## src/rtl/muldiv_ctl.sv

```systemverilog
// Iterative HI/LO multiply/divide unit: radix-2 shift/add multiply, restoring divide.
// Define MULDIV_DIV_EN to build in divide support; without it DIV/DIVU act as NOP.
//
// state | meaning
// IDLE  | waiting for an op; MTHI/MTLO/MFHI/MFLO complete here
// MUL   | 32 shift/add steps on the operand magnitudes
// DIV   | 32 restoring shift/subtract steps (MULDIV_DIV_EN only)
// FIX   | sign correction, HI/LO write-back
module muldiv_ctl (
  input  logic        clk,
  input  logic        rst,
  input  logic        pause_i,
  input  logic [3:0]  op_i,
  input  logic [31:0] a_i,
  input  logic [31:0] b_i,
  output logic [31:0] res_o,
  output logic        busy_o,
  output logic        stall_o,
  output logic [31:0] hi_o,
  output logic [31:0] lo_o
);

  localparam logic [3:0] OP_MULT  = 4'd1;
  localparam logic [3:0] OP_MULTU = 4'd2;
  localparam logic [3:0] OP_DIV   = 4'd3;
`ifdef MULDIV_DIV_EN
  localparam logic [3:0] OP_DIVU  = 4'd4;
`endif
  localparam logic [3:0] OP_MFHI  = 4'd5;
  localparam logic [3:0] OP_MFLO  = 4'd6;
  localparam logic [3:0] OP_MTHI  = 4'd7;
  localparam logic [3:0] OP_MTLO  = 4'd8;

`ifdef MULDIV_DIV_EN
  typedef enum logic [1:0] {S_IDLE = 2'd0, S_MUL = 2'd1, S_FIX = 2'd2, S_DIV = 2'd3} state_t;
`else
  typedef enum logic [1:0] {S_IDLE = 2'd0, S_MUL = 2'd1, S_FIX = 2'd2} state_t;
`endif

  state_t      state;
  logic [5:0]  cnt;
  logic [63:0] acc;     // MUL: {partial, multiplier}; DIV: {remainder, dividend/quotient}
  logic [31:0] opd;     // MUL: multiplicand magnitude; DIV: divisor magnitude
  logic        neg_lo;
`ifdef MULDIV_DIV_EN
  logic        neg_hi;
  logic        is_div;
  logic [32:0] div_diff;
`endif

  logic        op_valid;
  logic        accept;
  logic        signed_op;
  logic        a_neg;
  logic        b_neg;
  logic [31:0] a_abs;
  logic [31:0] b_abs;
  logic [32:0] mul_sum;
  logic [31:0] fix_hi;
  logic [31:0] fix_lo;

  always_comb begin
    op_valid  = (op_i != 4'd0) && (op_i <= 4'd8);
    accept    = op_valid && !busy_o && !pause_i;
    stall_o   = op_valid && busy_o && !pause_i;
    signed_op = (op_i == OP_MULT) || (op_i == OP_DIV);
    a_neg     = signed_op & a_i[31];
    b_neg     = signed_op & b_i[31];
    a_abs     = a_neg ? (32'd0 - a_i) : a_i;
    b_abs     = b_neg ? (32'd0 - b_i) : b_i;
    mul_sum   = {1'b0, acc[63:32]} + {1'b0, (acc[0] ? opd : 32'd0)};
`ifdef MULDIV_DIV_EN
    div_diff  = acc[63:31] - {1'b0, opd};
`endif

    if (op_i == OP_MFHI)      res_o = hi_o;
    else if (op_i == OP_MFLO) res_o = lo_o;
    else                      res_o = 32'd0;

    {fix_hi, fix_lo} = neg_lo ? (64'd0 - acc) : acc;
`ifdef MULDIV_DIV_EN
    if (is_div) begin
      // Quotient and remainder get independent sign fixes; a zero divisor
      // leaves the all-ones quotient alone and the remainder restores a_i.
      fix_lo = neg_lo ? (32'd0 - acc[31:0]) : acc[31:0];
      fix_hi = neg_hi ? (32'd0 - acc[63:32]) : acc[63:32];
    end
`endif
  end

  always_ff @(posedge clk) begin
    if (rst) begin
      state  <= S_IDLE;
      busy_o <= 1'b0;
      cnt    <= 6'd0;
      acc    <= 64'd0;
      opd    <= 32'd0;
      neg_lo <= 1'b0;
      hi_o   <= 32'd0;
      lo_o   <= 32'd0;
`ifdef MULDIV_DIV_EN
      neg_hi <= 1'b0;
      is_div <= 1'b0;
`endif
    end else begin
      case (state)
        S_IDLE: begin
          if (accept) begin
            case (op_i)
              OP_MULT, OP_MULTU: begin
                state  <= S_MUL;
                busy_o <= 1'b1;
                cnt    <= 6'd0;
                acc    <= {32'd0, b_abs};
                opd    <= a_abs;
                neg_lo <= a_neg ^ b_neg;
`ifdef MULDIV_DIV_EN
                is_div <= 1'b0;
`endif
              end
`ifdef MULDIV_DIV_EN
              OP_DIV, OP_DIVU: begin
                state  <= S_DIV;
                busy_o <= 1'b1;
                cnt    <= 6'd0;
                acc    <= {32'd0, a_abs};
                opd    <= b_abs;
                neg_lo <= (a_neg ^ b_neg) && (b_i != 32'd0);
                neg_hi <= a_neg;
                is_div <= 1'b1;
              end
`endif
              OP_MTHI: hi_o <= a_i;
              OP_MTLO: lo_o <= a_i;
              default: ;
            endcase
          end
        end
        S_MUL: begin
          acc <= {mul_sum, acc[31:1]};
          cnt <= cnt + 6'd1;
          if (cnt == 6'd31) begin
            state <= S_FIX;
            cnt   <= 6'd0;
          end
        end
`ifdef MULDIV_DIV_EN
        S_DIV: begin
          if (!div_diff[32]) acc <= {div_diff[31:0], acc[30:0], 1'b1};
          else               acc <= {acc[62:0], 1'b0};
          cnt <= cnt + 6'd1;
          if (cnt == 6'd31) begin
            state <= S_FIX;
            cnt   <= 6'd0;
          end
        end
`endif
        S_FIX: begin
          hi_o   <= fix_hi;
          lo_o   <= fix_lo;
          state  <= S_IDLE;
          busy_o <= 1'b0;
        end
        default: begin
          state  <= S_IDLE;
          busy_o <= 1'b0;
        end
      endcase
    end
  end

endmodule

```

## config.mk

```make
export PLATFORM = sky130hd
export DESIGN_NAME = muldiv_ctl
export DESIGN_NICKNAME = d
export VERILOG_FILES = /design/src/rtl/muldiv_ctl.sv
export SDC_FILE = /design/constraint.sdc
export NUM_CORES = 1
export LEC_CHECK = 0
export BUFFER_PORTS_ARGS = -buffer_cell sky130_fd_sc_hd__buf_4
export CELL_PAD_IN_SITES_DETAIL_PLACEMENT = 1
export CELL_PAD_IN_SITES_GLOBAL_PLACEMENT = 2
export CORE_AREA = 2 2 190 192
export CTS_CLUSTER_DIAMETER = 60
export DETAILED_ROUTE_END_ITERATION = 10
export DIE_AREA = 0 0 192 194
export PLACE_DENSITY_LB_ADDON = 0.1
export SLEW_MARGIN = 20
export SYNTH_ARGS = -nofsm -noshare
export SYNTH_HDL_FRONTEND = slang
export SYNTH_SLANG_ARGS = --single-unit
```

## constraint.sdc

```tcl
create_clock -name clk -period 4 [get_ports clk]
set_input_delay 0.2 -clock clk [delete_from_list [all_inputs] [get_ports clk]]
set_output_delay 0.2 -clock clk [all_outputs]
set_load 0.01 [all_outputs]
```

==> results of run 1 <==
-- critical path, cell delays in order (launching register included) --
cell and delay (ns):
dfxtp_1 0.37, or4_1 0.60, or4_1 0.58, or4_1 0.71, or3_1 0.44, mux2_4 0.31, nand2_2 0.07, a21oi_2 0.05
-- cell families after synthesis --
kind of cell    Yosys count
buf+inv                 136
flops                   170
fa+ha+maj                37
simple gates            587
mux                       5
xor+xnor                128
compound gates          523
-- per-layer routing --
metal  GRT usage [%]  up-vias  part of all wire [%]
met4           10.69        0                   3.7
met3           4.615       96                   5.3
met1           34.94     6266                    44
li1                -     6067                     -
met5               0        -                     0
met2           45.11      356                    47
-- through the flow --
stage,setup WS (ns),instances,instance area (µm²),util [%]
floorplan,0.9424,1586,11810,-
detailed placement,0.7818,2143,13560,38.50
global route,0.5513,2175,14170,40.23
CTS,0.7756,2175,14170,40.23
global placement,0.8289,2143,13560,38.50
finish,0.7467,2175,14170,40.23
-- area by class of cell --
type	instances	area, µm²	share of cell area (%)
multi-input combinational	1280	7933	55.98
sequential	170	3405	24.02
timing repair buffer	207	1554	10.97
tap	461	576.8	4.070
clock buffer	24	501.7	3.541
clock inverter	8	107.6	0.7593
inverter	25	93.84	0.6622
-- registers in the layout (all words and copies together) (netlist names) --
name    cells
opd        32
busy_o      1
cnt         6
hi_o       32
acc        64
state       2
lo_o       32
neg_lo      1
-- cell usage in the layout, fill, tap and decap left out, types with 20 or more instances in the layout --
cell / n
or4_1: 24
a22o_1: 38
o31ai_1: 29
o41ai_1: 21
ha_1: 36
nand3_1: 33
a21oi_1: 122
a31oi_1: 20
nor2_1: 201
a211oi_1: 67
nor3_1: 34
buf_4: 207
nand2_1: 158
and2_1: 34
xor2_1: 79
dfxtp_1: 169
inv_1: 25
xnor2_1: 49
o21ai_0: 112
-- worst max-delay path by stage --
| stage | startpoint | endpoint | cells past startpoint |
|---|---|---|---|
| finish | acc[16] | hi_o[27] | 7 |
| global placement | acc[8] | hi_o[27] | 7 |
| floorplan | acc[8] | hi_o[27] | 9 |
| CTS | acc[16] | hi_o[27] | 7 |
| detailed placement | acc[16] | hi_o[27] | 7 |
| global route | acc[0] | acc[60] | 11 |
-- power by group --
part | total [µW] | internal, µW | switching (µW)
Clock | 1780 | 1010 | 772
Sequential | 1780 | 1730 | 47.1
Combinational | 675 | 233 | 442
Total | 4230 | 2970 | 1260
==> flow_summary.toml, run 1 <==
[outcome]
status = "finished, final reports clean"

[detailed_routing]
first_pass_iters = 5
drt-vias-per-instance = 5.878
vias = 12790
drt_iter0_drc = 627
wl_per_cell_um = 23.38
ant_nets = 0
post-route-drc-count = 0
drt_wl_total_um = 50850

[pwr]
p_leak_uw = 0.005494
ir_drop_v = 0.0002575
pwr_density_cell_mw_per_mm2 = 298.8
power.total_uw = 4234

[synth]
syn_inst = 1586
synth_flop_cell = "dfxtp_1"
yosys_warnings = 0
synth_top_area_share_pct = 28.81
synth-edff-count = 0
syn_area_per_cell_um2 = 7.448
synth_compound_area_share_pct = 29.45
synth_most_common_cell = "nor2_1"
ys_top_cells_by_count = "nor2_1, dfxtp_1, nand2_1"
muxShareOfSynthArea_pct = 0.4661
async_flop_share_pct = 0
synth-xor-area-share_pct = 9.491
synth_cell_types = 74
synthAdderAreaFrac_pct = 3.983
synth_top_area_cell = "dfxtp_1"
ys_ff_latch = 170
synth_nets = 1694
synth_area_mm2 = 0.01181
synth-simple-area-share_pct = 23.36
synthTopCellsByArea = "dfxtp_1, nor2_1, xor2_1"
synth_top_family_by_area = "compound AO/OA/AOI/OAI gates"
ys_seq_area_share_pct = 28.81

[hold_path]
hp-start = "a_i[0]"
hold_depth = 3
worst_hold_path.endpoint = "opd[0]"
hold_path_class = "input pin to flop"

[clocking]
cts.root.buffer_cell = "clkbuf_16"
clock_path_buffers = 2
htreeDepth = 4
numCtsBuffers = 17
cts.sinks = 170
cts_setup_buffers = 0
clk_pin_slew_ns = 0.07
cts_tree = "done"
ctsResizeCount = 0
ctsHoldBuffers = 0
clk_latency_ns = 0.45

[flow_run]
maxCapViolCount = 0

[final_layout]
nFillCells = 4394
drive_gt1_share_pct = 15.34
area_delta_synth_final_pct = 19.97
n_antenna_cell = 0
nets = 1809

[global_route]
antenna_found_initial = 0
track_usage_pct = 27.19
grt_remaining_overflow = 0
grt_pass1_wl_um = 76890
grt_pass1_vias = 12620
grt_max_degree = 66

[timing]
fin_skew_ns = 0.009669
worst_pin_slew_ns = 1.100
hold_viol = 0
timing.fmax_mhz = 307.4
setup_viol = 0
final_max_slew_viol_count = 0
period_share_pct = 81.33
slew_headroom_pct = 26.02
period_minus_slack_ns = 3.253
setup_tns_ns = 0
grt_setup_unrepaired = "no"
whs_ns = 0.05197

[worst_setup_path]
reg2reg_slack_ns = 0.75
critPathMaxFanout = 9
reg2reg_depth = 7
crit_required_ns = 4.34
timing.rr.start = "acc[16]"
critPathLaunchType = "flop"
r2r_end = "hi_o[27]"
critPathKind = "flop to flop"
critPathArrivalTime_ns = 3.59
end_kind = "flop"

[floorplan]
io_pins = 169
fp.dieArea_mm2 = 0.03725
initial_utilization_pct = 33.54
die_h_um = 194
die_x_um = 192
fp.coreArea_mm2 = 0.03522
rows = 69

[placement]
io_buffer_count = 168
gp_congestion = 0.9271
detailed_place_hpwl_um = 39820
Note: power is estimated with default switching activity, not from simulation.
==> inputs of run 2 (changes only) <==
--- a/config.mk
+++ b/config.mk
@@ -5,13 +5,14 @@
 export SDC_FILE = /design/constraint.sdc
 export NUM_CORES = 1
 export LEC_CHECK = 0
+export ABC_AREA = 1
 export BUFFER_PORTS_ARGS = -buffer_cell sky130_fd_sc_hd__buf_4
 export CELL_PAD_IN_SITES_DETAIL_PLACEMENT = 1
 export CELL_PAD_IN_SITES_GLOBAL_PLACEMENT = 2
-export CORE_AREA = 2 2 190 192
+export CORE_AREA = 2 2 233 235
 export CTS_CLUSTER_DIAMETER = 60
 export DETAILED_ROUTE_END_ITERATION = 10
-export DIE_AREA = 0 0 192 194
+export DIE_AREA = 0 0 235 237
 export PLACE_DENSITY_LB_ADDON = 0.1
 export SLEW_MARGIN = 20
 export SYNTH_ARGS = -nofsm -noshare
==> constraint.sdc (replaced) <==
create_clock -name clk -period 2.6 [get_ports clk]
set_input_delay 0.13 -clock clk [delete_from_list [all_inputs] [get_ports clk]]
set_output_delay 0.13 -clock clk [all_outputs]
set_load 0.01 [all_outputs]
==> run 2 against run 1 <==
Clock skew hardly changed. Clock power is 54% higher. Synthesized cell count is 65% higher. Sequential power is 52% higher. Sequential share of layout area is 4.5 points lower. Critical path type unchanged. Largest cell class unchanged. Utilization is 7.6 points lower. Cell area is 23% higher. Sequential cell count stayed put. Die area is 50% higher. Synthesized area is 21% higher. Setup slack worse by 0.57 ns. Critical path depth is 8 higher.
==> flow_summary.toml, run 2 <==
[worst_setup_path]
crit_required_ns = 2.97
critPathArrivalTime_ns = 2.80
slowest_stage = "ha_1"
crit_path_start = "acc[0]"
timing.rr.start = "acc[0]"
critPathMaxFanout = 31
crit_end = "acc[62]"
critPathLaunchType = "flop"
path_common_cell = "nand2_1"
reg2reg_depth = 15
r2r_end = "acc[62]"
end_kind = "flop"
critPathMaxStageDelay_ns = 0.39
reg2reg_slack_ns = 0.17
critPathKind = "flop to flop"
cp_cell_sequence = "buf_12 > nand2_1 > inv_1 > ha_1 > nand2_1 > nor2_1 > inv_1 > nor2_1 > nand2_1 > nand2_1 > nand2_1 > nand2_1 > nand2_1 > nand3_1 > a21oi_1"

[global_route]
grt_remaining_overflow = 0
grt_pass1_wl_um = 110200
grt_max_degree = 95
track_usage_pct = 26.42
antenna_found_initial = 3
grt_pass1_vias = 17110

[detailed_routing]
first_pass_iters = 5
drt-vias-per-instance = 4.918
dr_wl_met3_um = 3568
wl_met2_um = 31510
drt_wl_total_um = 73820
wl_per_cell_um = 21.06
vias = 17240
ant_nets = 0
post-route-drc-count = 0
wl_met1_um = 36750
drt_iter0_drc = 1027
highest_layer = "met4"

[synth]
synth_flop_cell = "dfxtp_1"
ys_ff_latch = 170
synthTopCellsByArea = "dfxtp_1, nand2_1, nor2_1"
ys_top_cells_by_count = "nand2_1, nor2_1, inv_1"
async_flop_share_pct = 0
syn_inst = 2624
synth_cell_types = 39
syn_area_per_cell_um2 = 5.435
synth_area_mm2 = 0.01426
synth_top_area_cell = "dfxtp_1"
synth_nets = 2732
synth_most_common_cell = "nand2_1"
synth_top_area_share_pct = 23.86
synth-edff-count = 0
ys_seq_area_share_pct = 23.86
yosys_warnings = 0

[final_layout]
stdcell_count = 3505
nets = 2902
largest_reg_flops = 64
mostFrequentLayoutCell = "nand2_1"
area_delta_synth_final_pct = 22.03
drive_gt1_share_pct = 10.55
mostFrequentLayoutCells = "nand2_1, nor2_1, inv_1"
nFillCells = 7161
top_register = "acc"

[clocking]
clk_latency_ns = 0.50
cts.root.buffer_cell = "clkbuf_16"
numCtsBuffers = 17
cts_setup_buffers = 0
clock_path_buffers = 2
cts.sinks = 170
htreeDepth = 4
clk_pin_slew_ns = 0.07
cts_tree = "done"

[timing]
whs_ns = 0.03981
setup_viol = 0
slew_headroom_pct = 48.41
hold_viol = 0
setup_tns_ns = 0
grt_setup_unrepaired = "no"
period_share_pct = 93.37
timing.fmax_mhz = 411.9
period_minus_slack_ns = 2.428
final_max_slew_viol_count = 0
fin_skew_ns = 0.009966
worst_pin_slew_ns = 0.7658

[floorplan]
die_x_um = 235
initial_utilization_pct = 26.77
die_h_um = 237
rows = 85
fp.coreArea_mm2 = 0.05328
fp.dieArea_mm2 = 0.05570
io_pins = 169

[hold_path]
hold_path_class = "input pin to flop"

[placement]
gp_congestion = 0.8894
detailed_place_hpwl_um = 59860
dpl.cell_count = 3448
io_buffer_count = 168

[outcome]
status = "finished, final reports clean"

[pwr]
pwr_density_cell_mw_per_mm2 = 376.6
p_leak_uw = 0.009013
ir_drop_v = 0.0005600

[flow_run]
maxCapViolCount = 0
==> run 2: how the worst min path moves through the flow <==
stage,startpoint,endpoint,slack (ns),cells after the start
after floorplan,a_i[8],opd[8],0.27,2
after global placement,a_i[0],hi_o[0],0.43,3
after detailed placement,a_i[0],hi_o[0],0.44,3
after CTS,a_i[9],opd[9],0.003,5
after global routing,a_i[27],opd[27],0.05,5
final,a_i[27],opd[27],0.04,5
==> run 2: what timing repair did <==
| item | CTS | global route |
|---|---|---|
| gates resized for setup | 0 | 6 |
| endpoints found under the setup margin | 0 | 13 |
| endpoints found under the hold margin | 23 | 0 |
| hold buffers | 23 | 0 |
==> run 2: kinds of logic (layout without fill, tap and decap cells) <==
family / count (synthesis) / in the layout / share of synthesized area (%)
XOR/XNOR: 31 / 31 / 1.904
buffers and inverters: 468 / 651 / 12.59
AND/OR/NAND/NOR: 1556 / 1556 / 44.93
AO/OA/AOI/OAI: 362 / 362 / 13.42
other: 0 / 2 / 0
flip-flops: 170 / 170 / 23.86
adder cells (fa/ha/maj): 37 / 37 / 3.299
==> run 2: critical path: cells and delay by family, from the launching register on <==
| family | cells | cell delay, ns |
|---|---|---|
| buffers and inverters | 3 | 0.30 |
| AO/OA/AOI/OAI | 1 | 0.06 |
| AND/OR/NAND/NOR | 10 | 1.20 |
| flip-flops | 1 | 0.35 |
| adder cells (fa/ha/maj) | 1 | 0.39 |
==> run 2: layout make-up <==
cell class	instances	area, µm²	area share (%)
inverters	374	1404	8.066
well taps	696	870.8	5.004
diodes	2	5.005	0.02876
repair buffers	245	2022	11.62
multi-input cells	1986	9104	52.31
flip-flops and latches	170	3406	19.57
clock inverters	10	108.9	0.6254
clock buffers	22	484.2	2.782
==> run 2: stage by stage <==
step	area, µm²	util, %	setup WS, ns	total power, µW
2_1_floorplan	14260	-	0.3109	3343
3_3_place_gp	16560	31.08	0.1226	3836
3_5_place_dp	16560	31.08	0.08558	3842
4_1_cts	17380	32.62	0.07830	6644
5_1_grt	17400	32.65	0.01001	6843
6_report	17400	32.66	0.1724	6554
==> run 2: metal layers <==
layer / vias to the layer above / track usage [%]
li1: 8636 / -
met4: 0 / 8.170
met1: 8149 / 37.96
met5: - / 0
met3: 68 / 4.162
met2: 383 / 40.21
==> run 2: report_power, final <==
part	switching [µW]	internal, µW	leakage (µW)	total [µW]
Sequential	59.5	2650	0.00137	2710
Clock	1300	1440	0.000291	2740
Combinational	744	364	0.00735	1110
==> inputs of run 3 (changes only) <==
--- a/config.mk
+++ b/config.mk
@@ -13,7 +13,7 @@
 export CTS_CLUSTER_DIAMETER = 60
 export DETAILED_ROUTE_END_ITERATION = 10
 export DIE_AREA = 0 0 235 237
-export PLACE_DENSITY_LB_ADDON = 0.1
+export PLACE_DENSITY = 0.87
 export SLEW_MARGIN = 20
 export SYNTH_ARGS = -nofsm -noshare
 export SYNTH_HDL_FRONTEND = slang
==> run 3 against run 2 <==
Die area unchanged. Clock skew about the same. Hold slack worse by 0.024 ns. Total power down 3.9%. Critical path type unchanged. Critical endpoint unchanged.
==> flow_summary.toml, run 3 (synthesis results as in run 2) <==
[final_layout]
nFillCells = 7184
final_area_mm2 = 0.01716
n_antenna_cell = 0
drive_gt1_share_pct = 10.42
largest_reg_flops = 64
nets = 2887
mostFrequentLayoutCell = "nand2_1"
top_register = "acc"
mostFrequentLayoutCells = "nand2_1, nor2_1, inv_1"
area_delta_synth_final_pct = 20.30

[clocking]
htreeDepth = 4
cts_setup_buffers = 0
clk_latency_ns = 0.47
cts_tree = "done"
clk_pin_slew_ns = 0.07
clock_path_buffers = 2
cts.sinks = 170
cts.root.buffer_cell = "clkbuf_16"
numCtsBuffers = 17

[worst_setup_path]
critPathKind = "flop to flop"
end_kind = "flop"
critPathMaxFanout = 31
crit_required_ns = 2.95
critPathArrivalTime_ns = 2.76
critPathLaunchType = "flop"

[timing]
period_minus_slack_ns = 2.410
period_share_pct = 92.70
setup_tns_ns = 0
fin_skew_ns = 0.01012
setup_viol = 0
hold_viol = 0
final_max_slew_viol_count = 0
slew_headroom_pct = 48.38
grt_setup_unrepaired = "no"
worst_pin_slew_ns = 0.7744
timing.fmax_mhz = 414.9

[global_route]
grt_pass1_vias = 17510
grt_remaining_overflow = 0
grt_pass1_wl_um = 104500
track_usage_pct = 24.02
antenna_found_initial = 1
grt_max_degree = 88

[placement]
dpl-instance-area_mm2 = 0.01652
gp_congestion = 0.9362
detailed_place_hpwl_um = 55230
io_buffer_count = 168

[floorplan]
rows = 85
fp.dieArea_mm2 = 0.05570
die_h_um = 237
initial_utilization_pct = 26.77
io_pins = 169
die_x_um = 235
fp.coreArea_mm2 = 0.05328

[hold_path]
hold_path_class = "input pin to flop"

[detailed_routing]
drt-vias-per-instance = 4.997
wl_per_cell_um = 19.44
drt_iter0_drc = 1158
ant_nets = 0
vias = 17430
first_pass_iters = 5
post-route-drc-count = 0
drt_wl_total_um = 67810

[pwr]
p_leak_uw = 0.008891
power.total_uw = 6297
pwr_density_cell_mw_per_mm2 = 367.0
ir_drop_v = 0.0002716

[flow_run]
maxCapViolCount = 0

[outcome]
status = "finished, final reports clean"
## run 3: cell types whose count changed in the layout (fill, tap and decap cells not counted), moves of 3 or more
cell	before	now
buf_4	212	215
clkbuf_8	4	1
clkinvlp_4	1	5
dlygate4sd3_1	23	8
clkinv_4	4	1
buf_12	10	7
clkbuf_1	1	4
## run 3: worst paths after layout
| check | to | from | slack [ns] | depth (start not counted) |
|---|---|---|---|---|
| max reg2reg | acc[62] | acc[0] | 0.19 | 15 |
| min | acc[17] | b_i[17] | 0.02 | 4 |
| max | acc[62] | acc[0] | 0.19 | 15 |
| min reg2reg | cnt[1] | cnt[1] | 0.50 | 2 |
## run 3: through the flow
stage          util, %  hold WS, ns  worst slack (ns)  cells
6_report         32.20      0.01591            0.1899   3488
5_1_grt          32.20      0.04105          0.006622   3488
4_1_cts          32.19     0.002988           0.07537   3488
3_3_place_gp     31.01       0.4247            0.1628   3448
3_5_place_dp     31.01       0.4390           0.07167   3448
2_1_floorplan        -       0.2678            0.3109   2624
## run 3: report_power, final
| group | total [µW] | leakage [µW] | internal (µW) | switching [µW] |
|---|---|---|---|---|
| sequential | 2700 | 0.00137 | 2650 | 47.9 |
| combinational | 1080 | 0.00726 | 349 | 736 |
| clock | 2520 | 0.000253 | 1340 | 1170 |
## run 3: worst max-delay path, cell delays in order (launching register included)
cell and delay, ns:
dfxtp_2 0.36, buf_12 0.17, nand2_1 0.09, inv_1 0.05
ha_1 0.38, nand2_1 0.14, nor2_1 0.30, inv_1 0.07
nor2_1 0.11, nand2_1 0.06, nand2_1 0.16, nand2_1 0.13
nand2_1 0.09, nand2_1 0.05, nand3_1 0.06, a21oi_1 0.07
## run 3: layout make-up
type	instances	area [µm²]	area share (%)
Tap cell	696	870.8	5.075
Clock inverter	10	95.09	0.5542
Inverter	374	1404	8.182
Sequential cell	170	3406	19.85
Timing Repair Buffer	230	1834	10.69
Multi-Input combinational cell	1986	9094	53.00
Clock buffer	22	454.2	2.647
## run 3: layer usage
metal  global-route usage, %  share of wire, %  vias up
met1                   32.22                46     8406
met2                   41.10                47      384
met5                       0             0.019        -
met3                   2.215               4.1       60
li1                        -                 -     8577
met4                   6.483               2.0        2
## run 3: timing repair
item / CTS / global route
hold endpoints to repair: 8 / 0
hold buffers: 8 / 0
endpoints found under the setup margin: 0 / 10
resized for setup: 0 / 3
